File: src/rtl/sha256_round_ctrl.sv
// SHA-256 round sequencer: captures a 512-bit block and walks the datapath through the rounds,
// supplying Wt and Kt. Define SHA256_ROUND_CTRL_BSWAP_EN to byte-swap input words and digest words.
module sha256_round_ctrl #(
  parameter int ROUNDS = 64
) (
  input  logic         clk,
  input  logic         rst,
  input  logic         blk_valid,
  output logic         blk_ready,
  input  logic [511:0] blk_data,
  input  logic         blk_first,
  input  logic         blk_last,
  output logic         iv_ld,
  output logic         soc,
  output logic         eoc,
  output logic [31:0]  Wt,
  output logic [31:0]  Kt,
  output logic [5:0]   rnd,
  input  logic [255:0] hash,
  output logic [255:0] digest,
  output logic         digest_valid
);

  typedef enum logic [2:0] {
    IDLE  = 3'd0,
    LOAD  = 3'd1,
    ROUND = 3'd2,
    FINAL = 3'd3,
    DONE  = 3'd4
  } state_t;

  localparam logic [5:0] RND_LAST = 6'(ROUNDS - 1);

  state_t      state_r;
  logic [31:0] w_r [16];
  logic        first_r;
  logic        last_r;
  logic [31:0] w_next_s;

  function automatic logic [31:0] sig0(input logic [31:0] x);
    return {x[6:0], x[31:7]} ^ {x[17:0], x[31:18]} ^ {3'b000, x[31:3]};
  endfunction

  function automatic logic [31:0] sig1(input logic [31:0] x);
    return {x[16:0], x[31:17]} ^ {x[18:0], x[31:19]} ^ {10'b0000000000, x[31:10]};
  endfunction

  function automatic logic [31:0] word_order(input logic [31:0] x);
`ifdef SHA256_ROUND_CTRL_BSWAP_EN
    return {x[7:0], x[15:8], x[23:16], x[31:24]};
`else
    return x;
`endif
  endfunction

  function automatic logic [255:0] digest_order(input logic [255:0] h);
    logic [255:0] r;
    r = 256'h0;
    for (int i = 0; i < 8; i++) begin
      r[32*i +: 32] = word_order(h[32*i +: 32]);
    end
    return r;
  endfunction

  function automatic logic [31:0] k_rom(input logic [5:0] idx);
    case (idx)
      6'd0:  return 32'h428a2f98;  6'd1:  return 32'h71374491;
      6'd2:  return 32'hb5c0fbcf;  6'd3:  return 32'he9b5dba5;
      6'd4:  return 32'h3956c25b;  6'd5:  return 32'h59f111f1;
      6'd6:  return 32'h923f82a4;  6'd7:  return 32'hab1c5ed5;
      6'd8:  return 32'hd807aa98;  6'd9:  return 32'h12835b01;
      6'd10: return 32'h243185be;  6'd11: return 32'h550c7dc3;
      6'd12: return 32'h72be5d74;  6'd13: return 32'h80deb1fe;
      6'd14: return 32'h9bdc06a7;  6'd15: return 32'hc19bf174;
      6'd16: return 32'he49b69c1;  6'd17: return 32'hefbe4786;
      6'd18: return 32'h0fc19dc6;  6'd19: return 32'h240ca1cc;
      6'd20: return 32'h2de92c6f;  6'd21: return 32'h4a7484aa;
      6'd22: return 32'h5cb0a9dc;  6'd23: return 32'h76f988da;
      6'd24: return 32'h983e5152;  6'd25: return 32'ha831c66d;
      6'd26: return 32'hb00327c8;  6'd27: return 32'hbf597fc7;
      6'd28: return 32'hc6e00bf3;  6'd29: return 32'hd5a79147;
      6'd30: return 32'h06ca6351;  6'd31: return 32'h14292967;
      6'd32: return 32'h27b70a85;  6'd33: return 32'h2e1b2138;
      6'd34: return 32'h4d2c6dfc;  6'd35: return 32'h53380d13;
      6'd36: return 32'h650a7354;  6'd37: return 32'h766a0abb;
      6'd38: return 32'h81c2c92e;  6'd39: return 32'h92722c85;
      6'd40: return 32'ha2bfe8a1;  6'd41: return 32'ha81a664b;
      6'd42: return 32'hc24b8b70;  6'd43: return 32'hc76c51a3;
      6'd44: return 32'hd192e819;  6'd45: return 32'hd6990624;
      6'd46: return 32'hf40e3585;  6'd47: return 32'h106aa070;
      6'd48: return 32'h19a4c116;  6'd49: return 32'h1e376c08;
      6'd50: return 32'h2748774c;  6'd51: return 32'h34b0bcb5;
      6'd52: return 32'h391c0cb3;  6'd53: return 32'h4ed8aa4a;
      6'd54: return 32'h5b9cca4f;  6'd55: return 32'h682e6ff3;
      6'd56: return 32'h748f82ee;  6'd57: return 32'h78a5636f;
      6'd58: return 32'h84c87814;  6'd59: return 32'h8cc70208;
      6'd60: return 32'h90befffa;  6'd61: return 32'ha4506ceb;
      6'd62: return 32'hbef9a3f7;  6'd63: return 32'hc67178f2;
      default: return 32'h00000000;
    endcase
  endfunction

  // Next schedule word entering the top of the sliding window.
  always_comb begin
    w_next_s = sig1(w_r[14]) + w_r[9] + sig0(w_r[1]) + w_r[0];
  end

  // Sequencer FSM; outputs are loaded one edge early so they line up with the state they belong to.
  always_ff @(posedge clk or negedge rst) begin
    if (!rst) begin
      state_r      <= IDLE;
      blk_ready    <= 1'b1;
      first_r      <= 1'b0;
      last_r       <= 1'b0;
      iv_ld        <= 1'b0;
      soc          <= 1'b0;
      eoc          <= 1'b0;
      Wt           <= 32'h0;
      Kt           <= 32'h0;
      rnd          <= 6'd0;
      digest       <= 256'h0;
      digest_valid <= 1'b0;
      for (int i = 0; i < 16; i++) begin
        w_r[i] <= 32'h0;
      end
    end else begin
      soc          <= 1'b0;
      eoc          <= 1'b0;
      iv_ld        <= 1'b0;
      digest_valid <= 1'b0;
      case (state_r)
        IDLE: begin
          if (blk_valid && blk_ready) begin
            for (int i = 0; i < 16; i++) begin
              w_r[i] <= word_order(blk_data[511 - 32*i -: 32]);
            end
            first_r   <= blk_first;
            last_r    <= blk_last;
            soc       <= 1'b1;
            iv_ld     <= blk_first;
            blk_ready <= 1'b0;
            state_r   <= LOAD;
          end
        end
        LOAD: begin
          state_r <= ROUND;
          rnd     <= 6'd0;
          Wt      <= w_r[0];
          Kt      <= k_rom(6'd0);
        end
        ROUND: begin
          for (int i = 0; i < 15; i++) begin
            w_r[i] <= w_r[i+1];
          end
          w_r[15] <= w_next_s;
          if (rnd == RND_LAST) begin
            state_r <= FINAL;
            eoc     <= 1'b1;
            rnd     <= 6'd0;
            Wt      <= 32'h0;
            Kt      <= 32'h0;
          end else begin
            rnd <= rnd + 6'd1;
            Wt  <= w_r[1];
            Kt  <= k_rom(rnd + 6'd1);
          end
        end
        FINAL: begin
          state_r   <= last_r ? DONE : IDLE;
          blk_ready <= !last_r;
        end
        DONE: begin
          digest       <= digest_order(hash);
          digest_valid <= 1'b1;
          state_r      <= IDLE;
          blk_ready    <= 1'b1;
        end
        default: begin
          state_r   <= IDLE;
          blk_ready <= 1'b1;
          rnd       <= 6'd0;
          Wt        <= 32'h0;
          Kt        <= 32'h0;
        end
      endcase
    end
  end

endmodule

File: config.mk
export PLATFORM = sky130hd
export DESIGN_NAME = sha256_round_ctrl
export DESIGN_NICKNAME = d
export VERILOG_FILES = /design/src/rtl/sha256_round_ctrl.sv
export SDC_FILE = /design/constraint.sdc
export NUM_CORES = 2
export LEC_CHECK = 0
export ABC_AREA = 1
export ABC_CLOCK_PERIOD_IN_PS = 3200
export CAP_MARGIN = 20
export CORE_AREA = 4 4 422 424
export DETAILED_ROUTE_END_ITERATION = 8
export DIE_AREA = 0 0 426 428
export PLACE_DENSITY = 0.48
export SLEW_MARGIN = 20
export SYNTH_ARGS = -nofsm -noshare
export SYNTH_HDL_FRONTEND = slang
export SYNTH_SLANG_ARGS = --single-unit
File: constraint.sdc
create_clock -name clk -period 3.2 [get_ports clk]
set_input_delay 0.48 -clock clk [delete_from_list [all_inputs] [get_ports clk]]
set_output_delay 0.48 -clock clk [all_outputs]
set_load 0.05 [all_outputs]
# Word-level counts from Yosys, hierarchy flattened
# Memories as Yosys holds them, arrays and structs flattened.
# Index checks and enable logic that the tools add are counted.
[op_classes]
addsub = 4
eq_ne = 7
bitwise_logic = 5
n_reduce_logical = 10
muxes = 21
[ops]
columns = ["cell", "n"]
rows = [
  ["one-hot mux 512 bit (2 select lines)", 1],
  ["2-to-1 mux 512 bit", 1],
  ["one-hot mux 32 bit (3 select lines)", 2],
  ["adder 32 bit", 3],
  ["2-to-1 mux 32 bit", 2],
  ["bitwise XOR 32 bit", 2],
  ["bitwise XOR 32 x 22 -> 32 bit", 1],
  ["bitwise XOR 32 x 29 -> 32 bit", 1],
  ["one-hot mux 3 bit (4 select lines)", 1],
  ["one-hot mux 6 bit (2 select lines)", 1],
  ["2-to-1 mux 3 bit", 3],
  ["2-to-1 mux 1 bit", 8],
  ["AND reduction 2 bit", 4],
  ["adder 6 x 1 -> 6 bit (second input constant)", 1],
  ["equality test 3 x 2 -> 1 bit (second input constant)", 2],
  ["equality test 6 bit (second input constant)", 1],
  ["2-to-1 mux 6 bit", 1],
  ["!= test 2 bit (second input constant)", 2],
  ["equality test 3 x 1 -> 1 bit (second input constant)", 1],
  ["equality test 3 bit (second input constant)", 1],
  ["logical NOT 3 bit", 1],
  ["one-hot mux 1 bit (3 select lines)", 1],
  ["OR reduction 3 bit", 1],
  ["nonzero test 2 bit", 1],
  ["4 further kinds", 4],
]
[totals]
romBits = 2048
reg_bits = 847
output_inout_bits = 331
memories = 1
[memory_table]
columns = ["memory", "words", "width", "rd", "rd_clocked_by_memory_dff", "wr", "line", "rtl"]
rows = [
  ["(no name shown)", 64, 32, 1, 0, 0, "66", "case (idx)"],
]

# Longest topological paths before layout
[depth]
ltp_word = 6
mapped_depth = 20

# Worst setup path after synthesis
# Ideal clock, no wire load.
[synth_path]
kind = "register -> register"
start = "register w_r[50] (netlist bit)"
end = "register w_r[29] (netlist bit)"
setup_ns = 0.113
n_path_buf = 1
period_less_slack_ns = 3.373
path_stages_with_launch = 21
t_arrival_ns = 3.261
slack_ns = -0.173
required_time_ns = 3.087
path_cell_list = "dfrtp_1 > clkbuf_1 > xnor2_1 > xor2_1 > fa_1 > inv_1 > fa_1 > ha_1 > fa_1 > nand3_1 > nand3_1 > nand2_1 > nand2_1 > nand2_1 > nand2_1 > nand2_1 > nand2_1 > nand2_1 > nand3_1 > nand2_1 > inv_1"
[synth_between]
elab_chain_cells = 6
[synth_rtl]
columns = ["element", "line", "rtl"]
rows = [
  ["from (decl)", "35", "logic [31:0] w_r [16];"],
  ["from (signal, indexed assignment)", "135", "w_r[i] <= word_order(blk_data[511 - 32*i -: 32]);"],
  ["from (signal, indexed assignment)", "153", "w_r[i] <= w_r[i+1];"],
  ["bitwise XOR 32 bit", "45", "return {x[16:0], x[31:17]} ^ {x[18:0], x[31:19]} ^ {10'b0000000000, x[31:10]};"],
  ["bitwise XOR 32 x 22 -> 32 bit *", "45", ""],
  ["adder 32 bit * (3 in series)", "105", "w_next_s = sig1(w_r[14]) + w_r[9] + sig0(w_r[1]) + w_r[0];"],
  ["one-hot mux 512 bit (2 select lines) *", "131", "case (state_r)"],
]
# Mark *: on every way between the ends. The rest lies on a longest branch, timed or not.
# A chain may end at the register's enable or synchronous reset.

# Worst setup path in the final report
[layout_path]
start = "register w_r[50] (netlist bit)"
end = "register w_r[25] (netlist bit)"
# Same word-level chain as after synthesis.

==> metrics <==
crit end category register; drt pass-1 iters 5; final hold violation count 0; Crit path max-delay family adder cells; met3 track demand over resource 0.0507; Non-Filler Instances 9220; most used flip-flop cell after synthesis dfrtp_1; antenna violations before repair 71; power per cell area 385 mW/mm^2; filler cell count 18300; Layout Skew 0.0359 ns; Num CTS Buffers 105; max incr delay on CP 0.46 ns; Mapped Area 0.0432 mm^2; M2 GR Usage 0.457; commonest non-fill, non-tap cell in the layout nand2_1; Tot GR Track Use 0.270; Skew-Pair Late Insertion Delay 0.74 ns; # Max-Cap Violations 0; final setup vio count 22; outcome finished, violations left; hold crit path type in2reg; Site Rows 153; internal reg-to-reg setup slack -0.18 ns; most frequent cells in the layout nand2_1 (2080), clkdlybuf4s50_1 (1102), dfrtp_1 (831); area delta synth->final 49.6%; Routed wire per std cell 27.5 um; CTS Sinks 847; FMAX 296 MHz; Worst-path clk slew 0.06 ns; worst r2r src w_r[50]$_DFFE_PN0P_; Core ar. 0.174 mm^2; Reg2Reg Depth 18; EDFF count, synth 0; final setup margin -0.177 ns; Worst Hold Launch hash[22]; largest net degree at the start of global routing 101; Inst Count DP 8975; RSZ-0062 raised after global routing true; total length of routed wires 254000 um; CTS tree done; failing checks setup timing; syn avg cell area 7.81 um^2; Net Count, Synth 6416; min Tclk post-route 3.38 ns; Arrival @ worst endpoint 3.99 ns; layout cells sized above 1 0.130; register area share after synthesis 0.491; Post-synth ARST share 1.00; final setup TNS -2.17 ns; Layout Nets 7658; total grt overflow 0; GPL Wtd Cong 0.972; htree depth 3; Multi-input gate area 0.0207 mm^2; Req. time, crit path 3.81 ns; Least-Margin Pin Slew 0.951 ns; Max Root-Sink Buffers 3; relative slew slack 0.364; worst vdd ir 0.370 mV; vias in the first global route 44100; Antenna Nets Post-Route 0; register area 0.0212 mm^2; via count 43900; most frequent CP cell nand3_2; CP startpoint kind register; DRT iter0 DRCs 3383; Final Max Slew Viols 0; Die ar. 0.182 mm^2; leakage 29.1 nW; buffers added on ports 1103; #FFs+latches synth 847; I/O pin cnt 1104; Yosys Warn Count 0; cells along the critical path xnor2_2 -> xor2_1 -> fa_1 -> inv_2 -> fa_1 -> ha_2 -> fa_2 -> nand3_2 -> nand3_2 -> nand2_2 -> nand2_4 -> buf_6 -> nand3_4 -> nand3_2 -> nand2_1 -> nand3_1 -> nand2_1 -> inv_1; Chip Height 428 um; DP Wirelength 206000 um; global-route wire length before repair 350000 um; Buf/Inv on CP 3; Hold EP digest[22]$_DFFE_PN0P_; Slowest cell on crit path fa_1; RR Endpoint w_r[25]$_DFFE_PN0P_; detail-routed via count per cell 4.76; M1 GR Usage 0.337; final worst-path cycle share 1.06; Residual DRC 0; hold-critical path depth 3; gate count of the mapped netlist 5529; critical path class reg2reg; chip width 426 um; Worst Path Max Fanout 4; Initial Util 0.248; root buffer cell clkbuf_16; Most Used Layer, Global Route met2; Netlist cell types 34
sequential cells by signal, indices dropped and copies added, names as in the netlist, 3 cells and up:
name,cells
w_r,512
state_r,3
Wt,32
digest,256
rnd,6
Kt,32
tightest hold or removal path, cell delays in order:
cell and delay [ns]:
clkdlybuf4s50_1 0.39, nand2_1 0.06, nand2_1 0.04
synthesized netlist by cell type, types with 62 or more instances:
cell type | number | area, um^2
nand2_1 | 2173 | 8160
dfrtp_1 | 846 | 21200
nor2_1 | 539 | 2020
a31oi_1 | 458 | 2870
inv_1 | 297 | 1110
clkbuf_1 | 264 | 991
nand3_1 | 244 | 1220
o21ai_0 | 154 | 771
buf_2 | 116 | 581
xnor2_1 | 71 | 622
o211ai_1 | 63 | 473
fa_1 | 62 | 1240
per-layer routing:
metal  routed length [um]  vias to the layer above
li1                     -                    20300
met1               104000                    21700
met2               124000                     1454
met3                14900                      370
met4                10700                       26
met5                  157                        -
worst max-delay path by stage:
| stage | slack, ns | cells after the start | end | start |
|---|---|---|---|---|
| after global routing | -0.29 | 18 | w_r[25]$_DFFE_PN0P_ | w_r[50]$_DFFE_PN0P_ |
| final | -0.18 | 18 | w_r[25]$_DFFE_PN0P_ | w_r[50]$_DFFE_PN0P_ |
| after CTS | -0.12 | 16 | w_r[9]$_DFFE_PN0P_ | w_r[43]$_DFFE_PN0P_ |
| after detailed placement | -0.38 | 17 | w_r[25]$_DFFE_PN0P_ | w_r[40]$_DFFE_PN0P_ |
| after floorplan | 0.003 | 20 | w_r[29]$_DFFE_PN0P_ | w_r[50]$_DFFE_PN0P_ |
| after global placement | -0.35 | 17 | w_r[25]$_DFFE_PN0P_ | w_r[40]$_DFFE_PN0P_ |
per-stage QoR:
step,worst slack (ns),cell area (um^2),hold slack (ns),util,power (mW)
global placement,-0.350,59300,0.453,0.341,12.3
finish,-0.177,64600,0.279,0.372,24.9
global route,-0.293,64600,0.262,0.372,25.6
detailed placement,-0.383,59300,0.458,0.341,12.3
CTS,-0.122,63900,0.213,0.367,25.2
floorplan,0.00297,43200,0.184,-,10.9
final cells by class:
class,instances,share of cell area
clock inverter,37,0.00800
clock buffer,156,0.0491
antenna,38,0.00147
timing repair buffer,1526,0.230
tap,2325,0.0450
sequential,847,0.328
inverter,304,0.0180
multi-input combinational,3987,0.320
logic make-up after synthesis:
logic type                 share of synthesized area
DFF                                            0.491
xor gates and xnor gates                      0.0254
and+or+nand+nor                                0.269
adders and majority gates                     0.0438
buffers and inverters                         0.0638
AOI/OAI and AO/OA                              0.107
where the power goes:
group	internal [mW]	switching, mW	total, mW
clock network	7.58	5.24	12.8
logic	0.868	0.491	1.36
registers	10.7	0	10.7
total	19.2	5.73	24.9
timing repair:
item | CTS | global route
pin swaps | 45 | 81
buffers inserted | 10 | 9
hold buffers | 1 | 0
endpoints found under the setup margin | 27 | 27
resized for setup | 196 | 152
endpoints found under the hold margin | 27 | 0
(Power assumes the default switching activity.)
